### config.mk
export PLATFORM = sky130hd
export DESIGN_NAME = nvt_sv_trim_sar
export DESIGN_NICKNAME = d
export VERILOG_FILES = /design/src/rtl/nvt_trim_pkg.sv /design/src/rtl/nvt_sv_sync2.sv /design/src/rtl/nvt_sv_trim_sar.sv
export SDC_FILE = /design/constraint.sdc
export NUM_CORES = 1
export LEC_CHECK = 0
export ABC_AREA = 1
export BUFFER_PORTS_ARGS = -buffer_cell sky130_fd_sc_hd__buf_2
export CORE_ASPECT_RATIO = 1.2
export CORE_UTILIZATION = 61
export DETAILED_ROUTE_END_ITERATION = 8
export GPL_TIMING_DRIVEN = 0
export PLACE_DENSITY = 0.82
export SETUP_SLACK_MARGIN = 0.5
export SLEW_MARGIN = 40
export SYNTH_ARGS = -nofsm -noshare
export SYNTH_HDL_FRONTEND = slang
export SYNTH_SLANG_ARGS = --single-unit
### constraint.sdc
create_clock -name clk -period 2.1 [get_ports clk]
set_input_delay 0.105 -clock clk [delete_from_list [all_inputs] [get_ports clk]]
set_output_delay 0.105 -clock clk [all_outputs]
set_load 0.1 [all_outputs]
### src/rtl/nvt_trim_pkg.sv
// -----------------------------------------------------------------------------
// nvt_trim_pkg
// Shared definitions for the 5-bit successive-approximation trim engine:
// the trim code width, the MSB trial code that every search starts from,
// the FSM state encoding and a helper that flags a rail result.
// -----------------------------------------------------------------------------
package nvt_trim_pkg;

    localparam int TRIM_W = 5;

    // First trial code of every search: only the MSB set.
    localparam logic [TRIM_W-1:0] MSB_TRIAL = 5'b10000;

    typedef enum logic [1:0] {
        ST_IDLE,
        ST_SETTLE,
        ST_DECIDE,
        ST_DONE
    } state_t;

    // A result at either end of the code range means the search ran out of
    // adjustment range rather than finding a crossing point.
    function automatic logic is_rail(input logic [TRIM_W-1:0] code);
        return (code == '0) || (code == '1);
    endfunction

endpackage

### src/rtl/nvt_sv_sync2.sv
// -----------------------------------------------------------------------------
// nvt_sv_sync2
// Two-flop synchronizer for a single asynchronous level.
// Ports:
//   clk   - destination clock
//   rst_n - synchronous active-low reset, clears both flops to 0
//   d     - asynchronous input level
//   q     - synchronized output (two clk cycles of latency)
// -----------------------------------------------------------------------------
module nvt_sv_sync2 (
    input  logic clk,
    input  logic rst_n,
    input  logic d,
    output logic q
);

    logic meta;

    // NOTE: sequential state uses non-blocking assignments so both flops
    // sample their inputs from the same edge; blocking here would collapse
    // the chain into a single flop.
    always_ff @(posedge clk) begin
        if (!rst_n) begin
            meta <= 1'b0;
            q    <= 1'b0;
        end else begin
            meta <= d;
            q    <= meta;
        end
    end

endmodule

### src/rtl/nvt_sv_trim_sar.sv
// -----------------------------------------------------------------------------
// nvt_sv_trim_sar
// Successive-approximation search for a 5-bit divider trim code. Each trial
// bit is set, the divider is given SETTLE_CYC cycles to settle, and the
// synchronized comparator decides whether the bit stays.
// Ports:
//   clk        - block clock
//   rst_n      - synchronous active-low reset
//   start      - level request to begin a search (sampled in IDLE only)
//   abort      - cancels a search in progress, wins over start
//   cmp_out    - asynchronous comparator decision
//   trim       - trim code driven to the divider
//   busy       - high while a search is in progress
//   done       - one-cycle pulse when a search completes
//   trim_valid - trim holds a completed search result
//   sat        - completed result sits at a rail (all zeros or all ones)
// -----------------------------------------------------------------------------
module nvt_sv_trim_sar
    import nvt_trim_pkg::*;
#(
    parameter int                SETTLE_CYC = 16,
    parameter logic [TRIM_W-1:0] DEF_TRIM   = 5'b10000,
    parameter logic              CMP_KEEP   = 1'b1
) (
    input  logic              clk,
    input  logic              rst_n,
    input  logic              start,
    input  logic              abort,
    input  logic              cmp_out,
    output logic [TRIM_W-1:0] trim,
    output logic              busy,
    output logic              done,
    output logic              trim_valid,
    output logic              sat
);

    state_t            state;
    state_t            state_nxt;
    logic [7:0]        cnt;
    logic [2:0]        bit_idx;
    logic              cmp_s;
    logic [TRIM_W-1:0] decided;
    logic [TRIM_W-1:0] next_trial;

    nvt_sv_sync2 u_sync (
        .clk   (clk),
        .rst_n (rst_n),
        .d     (cmp_out),
        .q     (cmp_s)
    );

    // State register
    always_ff @(posedge clk) begin
        if (!rst_n) state <= ST_IDLE;
        else        state <= state_nxt;
    end

    // Next-state logic
    // NOTE: every combinational output gets a default before the case so no
    // path leaves it unassigned, which would otherwise infer a latch.
    always_comb begin
        state_nxt = state;
        case (state)
            ST_IDLE:   if (start && !abort) state_nxt = ST_SETTLE;
            // Counter is loaded with SETTLE_CYC and hits 0 on the edge that
            // leaves SETTLE, so the state lasts exactly SETTLE_CYC cycles.
            ST_SETTLE: if (abort)             state_nxt = ST_IDLE;
                       else if (cnt == 8'd1)  state_nxt = ST_DECIDE;
            ST_DECIDE: if (abort)               state_nxt = ST_IDLE;
                       else if (bit_idx == '0)  state_nxt = ST_DONE;
                       else                     state_nxt = ST_SETTLE;
            ST_DONE:   state_nxt = ST_IDLE;
            default:   state_nxt = ST_IDLE;
        endcase
    end

    // Output logic
    always_comb begin
        busy = (state == ST_SETTLE) || (state == ST_DECIDE);
        done = (state == ST_DONE);
    end

    // Trial-bit decision for the current bit, and the code with the next
    // lower bit set for the following trial.
    always_comb begin
        decided = trim;
        if (cmp_s != CMP_KEEP) decided[bit_idx] = 1'b0;
        next_trial = decided;
        if (bit_idx != '0) next_trial[3'(bit_idx - 3'd1)] = 1'b1;
    end

    // Search datapath: trim code, settle counter, bit index, result flags
    always_ff @(posedge clk) begin
        if (!rst_n) begin
            trim       <= DEF_TRIM;
            cnt        <= '0;
            bit_idx    <= '0;
            trim_valid <= 1'b0;
            sat        <= 1'b0;
        end else begin
            case (state)
                ST_IDLE: begin
                    if (start && !abort) begin
                        trim       <= MSB_TRIAL;
                        bit_idx    <= 3'(TRIM_W - 1);
                        cnt        <= 8'(SETTLE_CYC);
                        trim_valid <= 1'b0;
                        sat        <= 1'b0;
                    end
                end
                ST_SETTLE: begin
                    if (abort) begin
                        trim       <= DEF_TRIM;
                        trim_valid <= 1'b0;
                    end else begin
                        cnt <= cnt - 8'd1;
                    end
                end
                ST_DECIDE: begin
                    if (abort) begin
                        trim       <= DEF_TRIM;
                        trim_valid <= 1'b0;
                    end else if (bit_idx != '0) begin
                        trim    <= next_trial;
                        bit_idx <= bit_idx - 3'd1;
                        cnt     <= 8'(SETTLE_CYC);
                    end else begin
                        trim       <= decided;
                        trim_valid <= 1'b1;
                        sat        <= is_rail(decided);
                    end
                end
                default: ;
            endcase
        end
    end

endmodule

# Word level (Yosys, flattened, before mapping)
# Index checks and enable logic that the tools add are counted.
# totals
ff_bits	22
input_bits	5
out_inout_bits	9
# op_classes
addsub	2
n_lt_le_gt_ge	4
n_eq_ne	13
n_mux	33
n_bitwise	3
n_reduce_logical	18
# ops
op	n
8-bit two-way mux	4
5-bit two-way mux	5
8-bit one-hot mux with 3 select lines	1
5-bit one-hot mux with 3 select lines	1
4-bit AND reduction	3
2-bit two-way mux	5
2-bit inequality test (second input constant)	5
3-bit two-way mux	3
8-bit by 1-bit equality test with 1-bit output (second input constant)	1
3-bit by 4-bit less-than comparator with 1-bit output (second input constant)	2
1-bit two-way mux	8
2-bit one-hot mux with 4 select lines	1
8-bit by 1-bit subtractor with 8-bit output (second input constant)	1
1-bit demux with 3-bit select	2
3-bit by 1-bit >= comparator with 1-bit output (second input constant)	2
3-bit inequality test (second input constant)	2
3-bit one-hot mux with 2 select lines	1
3-bit nonzero test	2
5-bit AND	1
5-bit equality test (second input constant)	1
5-bit logical NOT	1
5-bit inverter	1
5-bit OR	1
5-bit AND reduction	1
other kinds (14)	18

# Depth between registers and ports, before layout
# Gate-level depths: netlist of run 1.
# depth
word_depth	12
depth_mapped	11

# By module
# Synthesis of run 1 repeated with hierarchy kept, for this count alone.
# unflattened
hier_cells	203
area_unflattened_um2	1376.3
# modules_own_cells
mod	n_inst	cells_per_inst	area_per_inst_um2	seq_area_each_um2
nvt_sv_trim_sar	1	197	1321.3	400.4
nvt_sv_sync2	1	6	55.1	40.0

# Worst setup path after synthesis of run 1
# OpenSTA, ideal clock, no wires.
# synth_path
path_kind	reg-to-reg
start	register state[0]
end	register cnt[3]
arrival_time_ps	1859
required_ps	1979
slack_ps	120
path_stages_with_launch	8
period_less_slack_ps	1980
cell_sequence	dfxtp_1 -> ha_1 -> inv_1 -> nand3_4 -> nor2_4 -> buf_6 -> a21oi_1 -> nor3_2
# synth_between
elab_chain_len	3
word_cells_on_any_way	10
classes_between	6 x eq/ne; 1 x mux; 3 x reduce/logical
# synth_rtl
element	line_no	source
start, declared	nvt_sv_trim_sar.sv:37	state_t state;
start signal, assigned	nvt_sv_trim_sar.sv:55	else state <= state_nxt;
2-bit equality test, or another cell as far along	nvt_sv_trim_sar.sv:101	case (state)
2-bit by 1-bit inequality test with 1-bit output (no source line), or another cell as far along	--	
5-bit AND reduction (no source line)	--	
end signal, assigned	nvt_sv_trim_sar.sv:106	cnt <= 8'(SETTLE_CYC);
end signal, assigned	nvt_sv_trim_sar.sv:116	cnt <= cnt - 8'd1;
end signal, assigned	nvt_sv_trim_sar.sv:126	cnt <= 8'(SETTLE_CYC);
end, declared	nvt_sv_trim_sar.sv:39	logic [7:0] cnt;
# Several ways; a longest one is shown, not always the timed one.
# A chain may end at the register's enable or synchronous reset.

# Worst setup path after layout of run 1
# layout_path
start	register state[0]
end	output port busy
# layout_between
elab_chain_len	2
word_cells_on_any_way	3
classes_between	2 x eq/ne; 1 x reduce/logical
# layout_rtl
element	line_no	source
2-bit by 1-bit equality test with 1-bit output or 2-bit equality test (tied branches)	nvt_sv_trim_sar.sv:79	busy = (state == ST_SETTLE) || (state == ST_DECIDE);
1-bit logical OR *	nvt_sv_trim_sar.sv:79	
end, declared	nvt_sv_trim_sar.sv:31	output logic busy,
# Every way passes the cells marked *; elsewhere a longest branch is shown, timed or not.

==> impl_metrics.env, run 1 <==
export IMPL_setup_viol=0
export IMPL_hold_path_startpoint="rst_n"
export IMPL_grt_pass1_vias=1098
export IMPL_cts_made_buffers=3
export IMPL_synthesis_area_sq_um=1320
export IMPL_rr_startpoint="state[0]$_SDFFE_PN0P_"
export IMPL_cp_required_ns=2.00
export IMPL_synth_largest_area_cell="dfxtp_1"
export IMPL_grt_overflow=0
export IMPL_drtAntennaViolNets=0
export IMPL_drtIter0Drc=31
export IMPL_critPathCaptureType="primary output"
export IMPL_clock_sinks=22
export IMPL_worstSetupStartpointType="flip-flop"
export IMPL_start_util_pct=64.4
export IMPL_fp_dieArea_sq_um=2350
export IMPL_io_pins=14
export IMPL_dp_cells=236
export IMPL_yosysMostFrequentCell="nand2_1"
export IMPL_status="finished clean"
export IMPL_hold_violations=0
export IMPL_wl_per_cell_microns=12.0
export IMPL_fmax_ghz=0.638
export IMPL_async_flop_share_pct=0
export IMPL_synth_area_leaders="dfxtp_1 33%, nand2_1 13%, ha_1 8.5%, nor2_1 7.7%, inv_1 6.0%"
export IMPL_htreeDepth=1
export IMPL_seqPwrFrac_pct=25.4
export IMPL_setup_worst_path_class="flip-flop to primary output"
export IMPL_synth_warnings=0
export IMPL_switching_power_mw=1.25
export IMPL_fp_coreArea_sq_um=2050
export IMPL_drt_total_wl_microns=2950
export IMPL_die_h_microns=53.0
export IMPL_finClkSkew_ns=0.00247
export IMPL_nets=232
export IMPL_port_buffers=12
export IMPL_crit_start="state[0]$_SDFFE_PN0P_"
export IMPL_fillers=143
export IMPL_drv_slew=0
export IMPL_internal_power_mw=1.16
export IMPL_layout_area_overhead_vs_synth_pct=21.4
export IMPL_synth_seq_cells=22
export IMPL_yosysUniqueCellTypes=27
export IMPL_fp_row_count=18
export IMPL_power_switching_share_pct=51.9
export IMPL_power_mw=2.41
export IMPL_antenna_cells=0
export IMPL_p_leak_nw=0.722
export IMPL_stdcell_count=246
export IMPL_synthDominantCellAreaShare_pct=33.4
export IMPL_r2r_end="bit_idx[2]$_SDFFE_PN0P_"
export IMPL_min_path_type="input pin to flip-flop"
export IMPL_seq_area_sq_um=453
export IMPL_tightest_slew_ns=0.487
export IMPL_insertion_delay_ns=0.32
export IMPL_syn_num_nets=208
export IMPL_grt_max_degree=12
export IMPL_clkPwrFrac_pct=8.1
export IMPL_die_w_microns=44.5
export IMPL_rsz0062_at_grt="true"
export IMPL_multi_input_area_sq_um=843
export IMPL_r2r_slack_ns=0.57
export IMPL_clock_tree_buffer_depth=2
export IMPL_gp_congestion=0.860
export IMPL_vias=1290
export IMPL_arrival_ns=1.46
export IMPL_clk_pin_slew_ns=0.11
export IMPL_peakVddDrop_mv=1.34
export IMPL_hold_end="trim[4]$_SDFFE_PN1P_"
export IMPL_avgSynthCellArea_sq_um=6.80
export IMPL_fin_crit_sh_pct=74.7
export IMPL_antenna_found_initial=0
export IMPL_grt_pass1_wl_microns=4540
export IMPL_cap_violations=0
export IMPL_seq_area_frac_synth_pct=33.4
export IMPL_cts_root_buf="clkbuf_4"
export IMPL_drt_pass1_iter_count=5
export IMPL_cts_tree="done"
export IMPL_track_usage_pct=26.2
export IMPL_finalCriticalPeriod_ns=1.57
export IMPL_synth_edf_count=0
export IMPL_setup_tns_ns=0
export IMPL_r2r_cells=9
export IMPL_viasPerCell=5.24
export IMPL_critPathMaxFanout=4
export IMPL_dpl_hpwl_microns=2050
export IMPL_post_route_drc_count=0
export IMPL_hold_depth=2
export IMPL_synth_ff_type="dfxtp_1"
export IMPL_combPwrFrac_pct=66.5
export IMPL_synth_common_cells="47 x nand2_1, 27 x nor2_1, 22 x dfxtp_1, 21 x inv_1, 15 x a21oi_1"
export IMPL_powerDensity_nw_per_um2=1500
export IMPL_drive_gt1_share_pct=25.9
export IMPL_slew_headroom_pct=67.8
export IMPL_syn_inst=194
[metal layers]
| metal | vias up | global-route usage, % | part of all wire (%) |
|---|---|---|---|
| met3 | 9 | 2.05 | 2.4 |
| met5 | - | 0 | 0 |
| li1 | 666 | - | - |
| met2 | 32 | 47.8 | 52 |
| met4 | 0 | 13.6 | 2.7 |
| met1 | 583 | 29.6 | 43 |
[state kept, by name, indices dropped and copies added (netlist names)]
register     count
trim             5
sat              1
bit_idx          3
trim_valid       1
state            2
u_sync.q         1
u_sync.meta      1
cnt              8
[stage by stage]
stage | area (sq um) | util (%) | hold slack, ns | setup slack (ns)
finish | 1600 | 78.2 | 0.148 | 0.532
global route | 1600 | 78.2 | 0.184 | 0.454
global placement | 1430 | 69.8 | 0.284 | 0.446
CTS | 1480 | 72.2 | 0.128 | 0.481
floorplan | 1330 | - | 0.203 | 0.513
detailed placement | 1430 | 69.8 | 0.295 | 0.353
[power by group through the flow]
stage | logic [mW] | registers [mW] | clock network [mW]
2_1_floorplan | 1.03 | 0.670 | 0
3_3_place_gp | 1.27 | 0.599 | 0
3_5_place_dp | 1.30 | 0.603 | 0
4_1_cts | 1.34 | 0.598 | 0.198
5_1_grt | 1.74 | 0.624 | 0.210
6_report | 1.60 | 0.613 | 0.196
[placed cells by master, fill, tap and decap left out, types with 2 or more instances in the layout]
| master | synthesis | final |
|---|---|---|
| nand2_1 | 47 | 47 |
| nor2_1 | 27 | 23 |
| dfxtp_1 | 22 | 18 |
| inv_1 | 21 | 17 |
| a21oi_1 | 15 | 15 |
| o21ai_0 | 12 | 12 |
| buf_2 | 0 | 11 |
| inv_2 | 5 | 9 |
| nand3_1 | 9 | 9 |
| buf_4 | 0 | 6 |
| ha_1 | 9 | 5 |
| nor2_2 | 1 | 4 |
| nand2_2 | 5 | 3 |
| xor2_1 | 3 | 3 |
| o21ai_1 | 3 | 3 |
| ha_4 | 0 | 3 |
| dfxtp_4 | 0 | 3 |
| clkbuf_4 | 0 | 3 |
| o21ai_4 | 1 | 2 |
| nor2_4 | 1 | 2 |
| nand4_1 | 2 | 2 |
| nand2_4 | 0 | 2 |
[cell type report]
type / count / area share (%)
plain buffers: 2 / 0.937
clock buffers: 3 / 1.41
inverters: 27 / 6.32
multi-input cells: 143 / 52.6
flip-flops and latches: 22 / 28.3
well taps: 30 / 2.34
repair buffers: 19 / 8.12
[how the worst max path moves through the flow]
stage	endpoint	slack [ns]	cells after the start
final	busy	0.53	3
after global routing	bit_idx[2]$_SDFFE_PN0P_	0.45	9
after CTS	trim[4]$_SDFFE_PN1P_	0.48	9
after detailed placement	trim[2]$_SDFFE_PN0P_	0.35	9
after global placement	trim[2]$_SDFFE_PN0P_	0.45	9
after floorplan	sat$_SDFFE_PN0P_	0.51	6
[critical path, stage by stage (launching register included)]
cell	delay, ns
dfxtp_4	0.40
inv_1	0.11
ha_2	0.34
buf_4	0.28
[timing repair]
action                     in CTS  in global routing
pin swaps                       0                  7
gates resized for setup         6                 20
hold endpoints to repair        1                  0
hold buffers                    1                  0
setup endpoints to repair      13                 18
buffers inserted                0                  6
[cell families after synthesis]
group / count (synthesis) / synth area share (%)
AOI/OAI and AO/OA: 34 / 14.6
xor gates and xnor gates: 4 / 2.65
adders and majority gates: 9 / 8.53
buffers and inverters: 29 / 8.82
DFF: 22 / 33.4
and+or+nand+nor: 96 / 32.0
Power figures use the tool's default switching activity.
==> run 2, diff against run 1 <==
Settings changed: CORE_UTILIZATION 61 to 57, PLACE_DENSITY 0.82 to 0.78.
Clock period 2.1 ns to 1.6 ns, I/O delays scaled along.
==> impl_metrics.env, run 2 (synthesis gave the netlist of run 1 again) <==
export IMPL_status="finished clean"
export IMPL_cap_violations=0
export IMPL_setup_viol=0
export IMPL_clkPwrFrac_pct=6.6
export IMPL_dpl_hpwl_microns=2230
export IMPL_p_leak_nw=0.841
export IMPL_drt_total_wl_microns=4540
export IMPL_fin_crit_sh_pct=95.5
export IMPL_cts_tree="done"
export IMPL_hold_end="trim[4]$_SDFFE_PN1P_"
export IMPL_layout_commonest_cell="nand2_1"
export IMPL_clock_sinks=22
export IMPL_viasPerCell=5.90
export IMPL_powerDensity_nw_per_um2=2100
export IMPL_layout_area_overhead_vs_synth_pct=48.5
export IMPL_internal_power_mw=1.96
export IMPL_clock_tree_buffer_depth=2
export IMPL_r2r_end="trim[4]$_SDFFE_PN1P_"
export IMPL_slowest_stage="dfxtp_4"
export IMPL_crit_family="simple AND/OR/NAND/NOR gates"
export IMPL_critPathMaxFanout=5
export IMPL_grt_pass1_vias=1324
export IMPL_stdcell_count=262
export IMPL_peakVddDrop_mv=2.34
export IMPL_combPwrFrac_pct=72.9
export IMPL_drv_slew=0
export IMPL_path_cells="inv_4 > ha_4 > inv_2 > nor2_4 > inv_2 > nand2_1 > nor3_1 > o22ai_1 > nand2_1"
export IMPL_fp_coreArea_sq_um=2120
export IMPL_hold_violations=0
export IMPL_hold_depth=2
export IMPL_largestRegisters="cnt: 8 flops, trim: 5 flops, bit_idx: 3 flops"
export IMPL_min_path_type="input pin to flip-flop"
export IMPL_cp_required_ns=1.86
export IMPL_worstSetupStartpointType="flip-flop"
export IMPL_r2r_cells=9
export IMPL_die_w_microns=45.9
export IMPL_grt_max_degree=13
export IMPL_track_usage_pct=28.7
export IMPL_cts_root_buf="clkbuf_4"
export IMPL_dp_cells=236
export IMPL_cp_slowest_stage_delay_ns=0.39
export IMPL_die_h_microns=54.7
export IMPL_drtAntennaViolNets=0
export IMPL_grt_pass1_wl_microns=5290
export IMPL_power_switching_share_pct=52.4
export IMPL_antenna_cells=0
export IMPL_arrival_ns=1.79
export IMPL_tightest_slew_ns=0.608
export IMPL_largest_register="cnt"
export IMPL_cp_buffers_inverters=3
export IMPL_seqPwrFrac_pct=20.6
export IMPL_drive_gt1_share_pct=45.7
export IMPL_drtIter0Drc=90
export IMPL_nets=247
export IMPL_io_pins=14
export IMPL_switching_power_mw=2.16
export IMPL_slew_headroom_pct=59.5
export IMPL_post_route_drc_count=0
export IMPL_fp_row_count=18
export IMPL_insertion_delay_ns=0.32
export IMPL_port_buffers=12
export IMPL_rsz0062_at_grt="true"
export IMPL_fin_hold_ws_ns=0.202
export IMPL_grt_overflow=0
export IMPL_vias=1547
export IMPL_hold_path_startpoint="rst_n"
export IMPL_drt_pass1_iter_count=5
export IMPL_fmax_ghz=0.654
export IMPL_critPathCaptureType="flip-flop"
export IMPL_clk_pin_slew_ns=0.12
export IMPL_finClkSkew_ns=0.00349
export IMPL_cts_made_buffers=3
export IMPL_r2r_slack_ns=0.07
export IMPL_htreeDepth=1
export IMPL_gp_congestion=0.819
export IMPL_rr_startpoint="bit_idx[0]$_SDFFE_PN0P_"
export IMPL_antenna_found_initial=0
export IMPL_start_util_pct=62.4
export IMPL_finalCriticalPeriod_ns=1.53
export IMPL_largest_reg_flops=8
export IMPL_layout_common_cells="43 x nand2_1, 23 x buf_4, 17 x nor2_1"
export IMPL_setup_worst_path_class="flip-flop to flip-flop"
export IMPL_fp_dieArea_sq_um=2510
export IMPL_wl_per_cell_microns=17.3
==> run 2: changes by cell type in the layout (fill, tap and decap cells not counted), sizes merged <==
cell	before	now
clkbuf	4	5
buf	19	34
==> run 2: final cells by class <==
cell class	count	area [sq um]
flip-flops and latches	22	472
well taps	30	37.5
clock buffers	4	26.3
inverters	27	119
fillers	86	156
plain buffers	2	15.0
multi-input cells	143	988
repair buffers	34	303
==> run 2: power groups by stage <==
stage / sequential, mW / combinational, mW / clock [mW]
after CTS: 0.825 / 2.45 / 0.259
after global placement: 0.813 / 1.76 / 0
after floorplan: 0.908 / 1.45 / 0
final: 0.848 / 3.00 / 0.271
after detailed placement: 0.826 / 1.82 / 0
after global routing: 0.854 / 3.16 / 0.295
==> run 2: worst max-delay path by stage <==
stage | from | end | slack, ns | cells after the start
CTS | state[0]$_SDFFE_PN0P_ | bit_idx[2]$_SDFFE_PN0P_ | 0.19 | 9
finish | bit_idx[0]$_SDFFE_PN0P_ | trim[4]$_SDFFE_PN1P_ | 0.07 | 9
detailed placement | state[1]$_SDFFE_PN0P_ | trim[4]$_SDFFE_PN1P_ | 0.11 | 10
floorplan | state[1]$_SDFFE_PN0P_ | cnt[3]$_SDFFE_PN0P_ | 0.27 | 7
global placement | bit_idx[0]$_SDFFE_PN0P_ | trim[2]$_SDFFE_PN0P_ | 0.14 | 7
global route | bit_idx[0]$_SDFFE_PN0P_ | sat$_SDFFE_PN0P_ | -0.06 | 9
==> run 2: repair_timing <==
| item | in CTS | in global routing |
|---|---|---|
| gates resized for setup | 51 | 27 |
| setup buffers | 15 | 5 |
| gates cloned | 1 | 0 |
| hold buffers | 1 | 0 |
| endpoints found under the setup margin | 29 | 22 |
| hold endpoints to repair | 1 | 0 |
| pin swaps | 22 | 18 |
==> run 2: per-stage QoR <==
step	worst slack (ns)	area, sq um	power [mW]	utilization, %	TNS [ns]
final	0.0720	1960	4.12	92.6	0
after global routing	-0.0636	1960	4.31	92.6	-0.119
after CTS	0.187	1840	3.53	86.8	0
after detailed placement	0.105	1500	2.64	71.0	0
after global placement	0.142	1500	2.57	71.0	0
after floorplan	0.267	1410	2.35	-	0
==> run 2: metal layers <==
| metal | track usage, % | wire, microns | up-vias |
|---|---|---|---|
| met5 | 0 | 0 | - |
| met4 | 13.7 | 240 | 0 |
| met3 | 2.31 | 282 | 30 |
| met2 | 57.0 | 2340 | 95 |
| met1 | 28.9 | 1680 | 727 |
| li1 | - | - | 695 |
==> run 3, diff against run 2 <==
Settings changed: CORE_ASPECT_RATIO 1.2 to unset, PLACE_DENSITY 0.78 to unset, PLACE_DENSITY_LB_ADDON set to 0.3.
==> impl_metrics.env, run 3 (synthesis gave the netlist of run 1 again) <==
export IMPL_crit_start="bit_idx[1]$_SDFFE_PN0P_"
export IMPL_cap_violations=0
export IMPL_clk_pin_slew_ns=0.13
export IMPL_track_usage_pct=29.7
export IMPL_largest_reg_flops=8
export IMPL_drt_pass1_iter_count=5
export IMPL_tightest_slew_ns=0.497
export IMPL_antenna_cells=0
export IMPL_hold_violations=0
export IMPL_largest_register="cnt"
export IMPL_antenna_found_initial=0
export IMPL_wl_per_cell_microns=20.9
export IMPL_top_usage_layer="met2"
export IMPL_r2r_cells=10
export IMPL_drtIter0Drc=122
export IMPL_die_h_microns=50.1
export IMPL_cts_tree="done"
export IMPL_arrival_ns=1.86
export IMPL_nets=247
export IMPL_grt_pass1_wl_microns=5660
export IMPL_fp_dieArea_sq_um=2510
export IMPL_p_leak_nw=0.849
export IMPL_clock_tree_buffer_depth=2
export IMPL_drtAntennaViolNets=0
export IMPL_fp_coreArea_sq_um=2190
export IMPL_layout_common_cells="44 x nand2_1, 23 x buf_4, 17 x nor2_1"
export IMPL_setup_slack_ns=-0.0281
export IMPL_grtUsageMet2_pct=52.0
export IMPL_critPathMaxFanout=5
export IMPL_powerDensity_nw_per_um2=2130
export IMPL_die_w_microns=50.1
export IMPL_largestRegisters="cnt: 8 flops, trim: 5 flops, bit_idx: 3 flops"
export IMPL_worstSetupEndpoint="cnt[6]$_SDFFE_PN0P_"
export IMPL_worstSetupStartpointType="flip-flop"
export IMPL_insertion_delay_ns=0.32
export IMPL_r2r_end="cnt[6]$_SDFFE_PN0P_"
export IMPL_finClkSkew_ns=0.0178
export IMPL_setup_worst_path_class="flip-flop to flip-flop"
export IMPL_drv_slew=0
export IMPL_grt_overflow=0
export IMPL_setup_viol=2
export IMPL_layout_commonest_cell="nand2_1"
export IMPL_fin_crit_sh_pct=102
export IMPL_drt_total_wl_microns=5410
export IMPL_fmax_ghz=0.614
export IMPL_min_path_type="input pin to flip-flop"
export IMPL_rr_startpoint="bit_idx[1]$_SDFFE_PN0P_"
export IMPL_drive_gt1_share_pct=46.3
export IMPL_start_util_pct=60.3
export IMPL_peakVddDrop_mv=2.56
export IMPL_violations="setup timing"
export IMPL_grtUsageMet3_pct=4.63
export IMPL_cp_required_ns=1.83
export IMPL_viasPerCell=6.52
export IMPL_htreeDepth=1
export IMPL_critPathCaptureType="flip-flop"
export IMPL_port_buffers=12
export IMPL_grt_pass1_vias=1340
export IMPL_io_pins=14
export IMPL_dp_cells=234
export IMPL_fin_hold_ws_ns=0.177
export IMPL_layout_area_overhead_vs_synth_pct=49.1
export IMPL_dpl_hpwl_microns=2150
export IMPL_cts_root_buf="clkbuf_4"
export IMPL_clock_sinks=22
export IMPL_gr_usage_met1_pct=34.8
export IMPL_gp_congestion=0.834
export IMPL_power_mw=4.19
export IMPL_slew_headroom_pct=66.9
export IMPL_finalCriticalPeriod_ns=1.63
export IMPL_rsz0062_at_grt="true"
export IMPL_grt_max_degree=12
export IMPL_stdcell_count=259
export IMPL_vias=1688
export IMPL_post_route_drc_count=0
export IMPL_fp_row_count=17
export IMPL_cts_made_buffers=3
export IMPL_status="finished with violations"
export IMPL_r2r_slack_ns=-0.03
[run 3: power by group]
group	switching, mW	internal [mW]
clock network	0.174	0.0883
logic	1.89	1.19
registers	0.166	0.685
[run 3: repair_timing]
item | 4_1_cts | 5_1_grt
hold buffers | 1 | 0
gates resized for setup | 38 | 43
buffers inserted | 11 | 9
gates cloned | 1 | 0
setup endpoints to repair | 29 | 22
pin swaps | 7 | 23
endpoints found under the hold margin | 1 | 0
[run 3: metrics by stage]
step	cell area, sq um	setup TNS (ns)	util, %	setup WS (ns)
after floorplan	1410	0	-	0.267
after global placement	1500	0	68.5	0.136
after detailed placement	1500	0	68.5	0.0856
after CTS	1750	0	79.8	0.197
after global routing	1970	-0.115	89.8	-0.0710
final	1970	-0.0441	89.8	-0.0281
[run 3: worst max-delay path: stages (launching register included)]
cell     delay [ns]
dfxtp_2        0.39
inv_4          0.06
ha_4           0.16
inv_4          0.05
nor2_4         0.05
nand2_4        0.10
nand3_4        0.09
nor2_4         0.16
buf_6          0.15
nand4_1        0.13
a21oi_1        0.19
[run 3: how the worst min path moves through the flow]
stage	to	cells past startpoint	slack, ns	start
floorplan	u_sync.meta$_SDFF_PN0_	2	0.18	cmp_out
global route	trim[4]$_SDFFE_PN1P_	2	0.19	rst_n
global placement	u_sync.meta$_SDFF_PN0_	3	0.26	cmp_out
finish	trim[4]$_SDFFE_PN1P_	2	0.18	rst_n
detailed placement	u_sync.meta$_SDFF_PN0_	3	0.28	cmp_out
CTS	trim[4]$_SDFFE_PN1P_	2	0.14	rst_n
[run 3: per-layer routing]
metal,up-vias,routed length (microns)
li1,691,-
met1,755,1900
met2,172,2460
met3,70,581
met4,0,468
met5,-,0
[run 3: layout make-up]
type | count | area (sq um)
inverter | 27 | 124
timing repair buffer | 34 | 303
multi-input combinational | 143 | 997
tap | 28 | 35.0
fill | 92 | 223
clock buffer | 3 | 22.5
sequential | 22 | 472
buffer | 2 | 15.0
